==> src/rtl/seq_divider_pkg.sv <==
// Shared types and sizing constants for the sequential restoring divider.
package seq_divider_pkg;

  typedef enum logic [1:0] {
    IDLE,
    RUN,
    DONE
  } state_t;

  localparam int DEF_DW = 16;
  localparam int DEF_VW = 8;

  function automatic int cnt_width(input int dw);
    return $clog2(dw + 1);
  endfunction

  localparam int CNT_W = cnt_width(DEF_DW);

endpackage

==> src/rtl/seq_divider_div_step.sv <==
// One restoring-division step: conditional subtract of the divisor from a
// VW+1-bit partial remainder, yielding the next remainder and a quotient bit.
module div_step #(
  parameter int VW = 8
) (
  input  logic [VW:0]   pr,
  input  logic [VW-1:0] divisor,
  output logic [VW-1:0] rem_next,
  output logic          qbit
);

  logic [VW-1:0] diff;

  always_comb begin
    qbit = (pr >= {1'b0, divisor});
    // When the subtract is taken the true difference is < divisor, so the
    // low VW bits of the modular difference are exact.
    diff     = pr[VW-1:0] - divisor;
    rem_next = qbit ? diff : pr[VW-1:0];
  end

endmodule

==> src/rtl/seq_divider.sv <==
// Sequential unsigned divider: DW-bit dividend by VW-bit divisor, one
// quotient bit per clock, MSB first, with divide-by-zero short-circuit.
module seq_divider
  import seq_divider_pkg::*;
#(
  parameter int DW = DEF_DW,
  parameter int VW = DEF_VW
) (
  input  logic          clk,
  input  logic          reset,
  input  logic          start,
  input  logic [DW-1:0] dividend,
  input  logic [VW-1:0] divisor,
  output logic [DW-1:0] quotient,
  output logic [VW-1:0] remainder,
  output logic          busy,
  output logic          done,
  output logic          dbz
);

  localparam int CW = cnt_width(DW);

  state_t        state;
  logic [CW-1:0] cnt;
  logic [DW-1:0] dvd_r;
  logic [VW-1:0] dvs_r;
  logic [VW:0]   pr;
  logic [VW-1:0] rem_next;
  logic          qbit;

  // The remainder output doubles as the working partial remainder.
  assign pr = {remainder, dvd_r[DW-1]};

  div_step #(.VW(VW)) u_step (
    .pr       (pr),
    .divisor  (dvs_r),
    .rem_next (rem_next),
    .qbit     (qbit)
  );

  always_ff @(posedge clk) begin
    if (reset) begin
      state     <= IDLE;
      quotient  <= '0;
      remainder <= '0;
      busy      <= 1'b0;
      done      <= 1'b0;
      dbz       <= 1'b0;
      cnt       <= '0;
      dvd_r     <= '0;
      dvs_r     <= '0;
    end else begin
      done <= 1'b0;
      case (state)
        RUN: begin
          remainder <= rem_next;
          quotient  <= {quotient[DW-2:0], qbit};
          dvd_r     <= {dvd_r[DW-2:0], 1'b0};
          cnt       <= cnt - CW'(1);
          if (cnt == CW'(1)) begin
            state <= DONE;
            busy  <= 1'b0;
            done  <= 1'b1;
          end
        end
        default: begin
          if (start) begin
            if (divisor == '0) begin
              quotient  <= '1;
              remainder <= dividend[VW-1:0];
              dbz       <= 1'b1;
              done      <= 1'b1;
              state     <= DONE;
            end else begin
              dvd_r     <= dividend;
              dvs_r     <= divisor;
              quotient  <= '0;
              remainder <= '0;
              dbz       <= 1'b0;
              cnt       <= CW'(DW);
              busy      <= 1'b1;
              state     <= RUN;
            end
          end
        end
      endcase
    end
  end

endmodule

==> config.mk <==
export PLATFORM = sky130hd
export DESIGN_NAME = seq_divider
export DESIGN_NICKNAME = d
export VERILOG_FILES = /design/src/rtl/seq_divider_pkg.sv /design/src/rtl/seq_divider_div_step.sv /design/src/rtl/seq_divider.sv
export SDC_FILE = /design/constraint.sdc
export NUM_CORES = 1
export LEC_CHECK = 0
export BUFFER_PORTS_ARGS = -buffer_cell sky130_fd_sc_hd__buf_2
export CAP_MARGIN = 20
export CORE_MARGIN = 4
export CORE_UTILIZATION = 40
export DETAILED_ROUTE_END_ITERATION = 7
export PLACE_DENSITY = 0.69
export SKIP_LAST_GASP = 1
export SYNTH_ARGS = -nofsm -noshare
export SYNTH_HDL_FRONTEND = slang
export SYNTH_HIERARCHICAL = 1
export SYNTH_SLANG_ARGS = --single-unit
==> constraint.sdc <==
create_clock -name clk -period 2.37 [get_ports clk]
set_clock_uncertainty 0.1 [all_clocks]
set_input_delay 0.1185 -clock clk [delete_from_list [all_inputs] [get_ports clk]]
set_output_delay 0.1185 -clock clk [all_outputs]
set_load 0.005 [all_outputs]
After elaboration in Yosys (flattened, before gate mapping)
Cells that the tools add are included.
{ "word_totals": {"ff_bits": 58, "latchBits": 0, "ramBits": 0, "rom_bits": 0, "inputBits": 27, "output_inout_bits": 27, "wordCells": 53, "memories": 0} }
{ "op_classes": {"add_sub_neg": 2, "multipliers": 0, "div": 0, "magnitude_cmp": 1, "n_eq_ne": 4, "shift": 0, "mux": 25, "bitwise_logic": 2, "reduce_logical": 9} }
{ "op_table": {"columns": ["operator", "count"], "rows": [
  ["16-bit 2-to-1 mux", 6],
  ["8-bit 2-to-1 mux", 4],
  ["5-bit 2-to-1 mux", 3],
  ["9-bit by 8-bit greater-or-equal comparator with 1-bit output", 1],
  ["8-bit zero test", 1],
  ["1-bit 2-to-1 mux", 8],
  ["2-bit 2-to-1 mux", 4],
  ["2-bit AND reduction", 4],
  ["8-bit subtractor", 1],
  ["3-bit AND reduction", 2],
  ["5-bit by 1-bit == test with 1-bit output, second input constant", 1],
  ["5-bit by 1-bit subtractor with 5-bit output, second input constant", 1],
  ["2-bit by 1-bit == test with 1-bit output, second input constant", 1],
  ["2-bit by 1-bit != test with 1-bit output, second input constant", 1],
  ["2-bit != test, second input constant", 1],
  ["1-bit NOT", 2],
  ["2-bit nonzero test", 1],
  ["2-bit OR reduction", 1]
]} }

Logic depth before layout (Yosys ltp)
{ "depth": {"depth_word": 4, "ltp_mapped": 10, "ltp_nobuf": 10} }

Modules after synthesis
Netlist, hierarchy kept.
{ "modules_own_cells": {"columns": ["module", "n_inst", "cells_per_inst", "area_each_um2"], "rows": [
  ["seq_divider", 1, 270, 2399.8],
  ["div_step", 1, 68, 540.5]
]} }

Worst setup path before layout
No wires, ideal clock.
{ "synth_path": {"path_kind": "reg2reg", "start": "register dvd_r[15]", "end": "register remainder[6]", "arrival_ns": 2.105, "path_slack_ns": 0.038, "stages_incl_launch_ff": 11, "synth_period_minus_slack_ns": 2.332, "cell_sequence": "dfxtp_1 -> inv_1 -> ha_1 -> fa_1 -> nor2b_1 -> o31a_2 -> nor4_1 -> a311o_1 -> mux2_2 -> a221oi_2 -> nor2_1"} }
{ "synth_via": {"elab_chain_cells": 3, "word_cells_on_any_way": 4, "cone_classes": "1 x add/sub; 1 x order compare; 2 x mux"} }
{ "synth_rtl": {"columns": ["item", "line", "text"], "rows": [
  ["start, declared", "seq_divider.sv:25", "logic [DW-1:0] dvd_r;"],
  ["start signal, assigned", "seq_divider.sv:58", "dvd_r <= {dvd_r[DW-2:0], 1'b0};"],
  ["start signal, assigned", "seq_divider.sv:75", "dvd_r <= dividend;"],
  ["8-bit subtractor or 9-bit by 8-bit greater-or-equal comparator with 1-bit output (tied branches)", "seq_divider_div_step.sv:18, seq_divider_div_step.sv:15", null],
  ["8-bit 2-to-1 mux *", "seq_divider_div_step.sv:19", "rem_next = qbit ? diff : pr[VW-1:0];"],
  ["net rem_next[6]", "seq_divider.sv:28", "logic [VW-1:0] rem_next;"],
  ["8-bit 2-to-1 mux *", "seq_divider.sv:54", "case (state)"],
  ["end signal, assigned", "seq_divider.sv:56", "remainder <= rem_next;"],
  ["end signal, assigned", "seq_divider.sv:70", "remainder <= dividend[VW-1:0];"],
  ["end, declared", "seq_divider.sv:15", "output logic [VW-1:0] remainder,"]
]} }
The timed path passes the listed nets; every way through them passes the cells marked *.
A chain may end at the register's enable or synchronous reset.

Worst setup path after layout
Ends and elaborated chain as after synthesis.

==> results.py <==
metrics = {
    "outcome": {
        "status": "finished, final reports clean",
    },
    "global_routing": {
        "grt_max_degree": 45,
        "grt_pass1_vias": 2839,
        "grt_pass1_wl_mm": 13.4,
        "antenna_found_initial": 0,
        "overflow": 0,
        "grt_use_total": 0.192,
    },
    "die": {
        "chipWidth_um": 93.7,
        "ios": 54,
        "start_util": 0.421,
        "design.die.area_mm2": 0.00879,
        "core_mm2": 0.00698,
        "rows": 30,
        "die_h_um": 93.7,
    },
    "setup_path": {
        "critPathLaunchType": "flop",
        "cp_max_fo": 3,
        "criticalPathCategory": "reg2reg",
        "end_kind": "flop",
        "r2r_slack_ns": 0.03,
        "crit_arrival_ns": 2.47,
        "critPathSlowestCell": "dfxtp_2",
        "crit_chain": "inv_2 > ha_4 > fa_2 > nor2b_2 > o31a_2 > buf_4 > a311o_1 > mux2_2 > a221oi_2 > nor2_1",
        "slowest_delay_ns": 0.33,
        "required_ns": 2.50,
    },
    "synthesis": {
        "synthesis.area_mm2": 0.00294,
        "synth.avg_cell_area_um2": 8.70,
        "synth_top_area_frac": 0.395,
        "synth_fp_nets": 376,
        "ys.flop_type": "dfxtp_1",
        "yosys.area.top_type": "dfxtp_1",
        "synth_area_leaders": "dfxtp_1 (39%), a21oi_1 (11%), and3_1 (5.1%)",
        "syn_inst": 338,
        "ys_seq_elements": 58,
        "ys_seq_area_frac": 0.395,
        "yosys_warnings": 6,
        "ys_async_sr_fraction": 0,
        "synth_edf_count": 0,
        "synthDistinctLibCells": 50,
    },
    "placement": {
        "hpwl_mm": 5.40,
        "placed_cell_area_mm2": 0.00340,
        "io_buffers": 53,
        "dp_slack_ns": -0.0376,
        "globalplace.congestion": 0.861,
    },
    "pwr": {
        "vdd_drop_max_mv": 0.496,
        "p_total_mw": 2.95,
        "p_leak_nw": 1.73,
        "powerDensity_mw_per_mm2": 747,
    },
    "sta": {
        "finalHoldViolations": 0,
        "layout_min_cycle_time_ns": 2.34,
        "rsz0062_at_grt": "yes",
        "max_clock_freq_mhz": 427,
        "worst_pin_slew_ns": 0.614,
        "maxSlewHeadroom": 0.587,
        "final-max-slew-violation-count": 0,
        "setup_ws_ns": 0.0269,
        "fin_crit_sh": 0.989,
        "whs_ns": 0.103,
        "setup_viol": 0,
    },
    "drt": {
        "vias": 2861,
        "route.detailed.drc": 0,
        "drt_iter0_drc": 223,
        "post_drt_wl_per_cell_um": 15.1,
        "routed_wl_mm": 7.95,
        "drt-pass1-iter-count": 5,
        "routed_via_density": 5.44,
        "ant_nets": 0,
    },
    "layout": {
        "n_antenna_cell": 0,
        "drive_above_1_share": 0.307,
        "fillers": 647,
        "final_area_mm2": 0.00394,
        "final_cell_mix": "a21oi_1 (64), buf_2 (53), dfxtp_1 (52), buf_4 (25)",
        "syn_to_final_growth_pct": 34.1,
        "nNetsFinal": 463,
        "final_common_cell": "a21oi_1",
    },
    "min_path": {
        "hold_class": "in2reg",
    },
    "flow_run": {
        "drv_cap": 0,
    },
    "clocking": {
        "h-tree-depth": 3,
        "clkSinkCount": 58,
        "numCtsBuffers": 9,
        "path_clk_slew_ns": 0.07,
        "clk_path_buf_depth": 2,
        "clk_latency_ns": 0.34,
        "cts_tree": "built",
        "cts_root_buffer": "clkbuf_8",
    },
}
==> cells by family after synthesis <==
logic type                 Yosys count  synth area share
AOI/OAI and AO/OA                  113             0.270
and+or+nand+nor                    102             0.185
DFF                                 58             0.395
buffers and inverters               43            0.0626
adders and majority gates           11            0.0494
muxes                                8            0.0294
xor gates and xnor gates             3           0.00894
==> per-stage QoR <==
stage          std cells   util  TNS (ns)
3_3_place_gp         484  0.485         0
3_5_place_dp         485  0.487   -0.0935
5_1_grt              526  0.565   -0.0907
6_report             526  0.565         0
2_1_floorplan        338      -         0
4_1_cts              525  0.559         0
==> power by group <==
group	internal [mW]	switching [mW]	total (mW)
sequential	1.03	0.0362	1.07
clock	0.752	0.397	1.15
combinational	0.368	0.364	0.732
==> Yosys cell counts (all sizes together) (2+ instances only) <==
master,count
a21oi,66
or2,2
dfxtp,58
clkbuf,17
or4,3
and3,24
inv,15
o21ai,7
a31oi,2
a211oi,3
xnor2,2
mux2,5
nor2,15
nor3,3
a311oi,2
nor2b,2
buf,10
ha,10
mux2i,3
a22oi,16
nand3,20
a221oi,8
a21o,3
nand2,21
nor4,4
==> layout make-up <==
type,instances,area (µm²),area share
inverters,16,60.1,0.0152
clock inverters,5,100,0.0254
flip-flops and latches,58,1170,0.296
clock buffers,11,151,0.0384
multi-input cells,237,1640,0.416
repair buffers,103,704,0.179
well taps,96,120,0.0305
==> layer usage <==
layer	routed length, µm	GRT usage	vias up	share of wire
met5	0	0	-	0
met4	174	0.0782	0	0.022
met3	462	0.0641	17	0.058
met2	3940	0.308	71	0.50
met1	3380	0.237	1360	0.42
li1	-	-	1413	-
==> what timing repair did <==
| action | in CTS | in global routing |
|---|---|---|
| hold endpoints to repair | 26 | 0 |
| setup endpoints to repair | 5 | 6 |
| pin swaps | 1 | 4 |
| setup buffers | 0 | 1 |
| hold buffers | 24 | 0 |
| resized for setup | 3 | 12 |
==> sequential cells by signal, indices dropped and copies added, names as in the netlist <==
signal,count
cnt,5
remainder,8
dbz,1
busy,1
dvs_r,8
done,1
state,2
quotient,16
dvd_r,16
==> critical path, delay by kind of cell (launching register included) <==
kind,cells,cell delay (ns)
buffers and inverters,2,0.21
adders and majority gates,2,0.35
AOI/OAI and AO/OA,3,0.87
and+or+nand+nor,2,0.11
DFF,1,0.33
muxes,1,0.27
==> worst paths after layout <==
| path | from | to | cells past startpoint |
|---|---|---|---|
| setup / recovery | dvd_r[15] | remainder[6] | 10 |
| hold / removal | start | state[0] | 3 |
| setup reg to reg | dvd_r[15] | remainder[6] | 10 |
| hold reg to reg | dvs_r[2] | dvs_r[2] | 2 |
(Power assumes the default switching activity.)
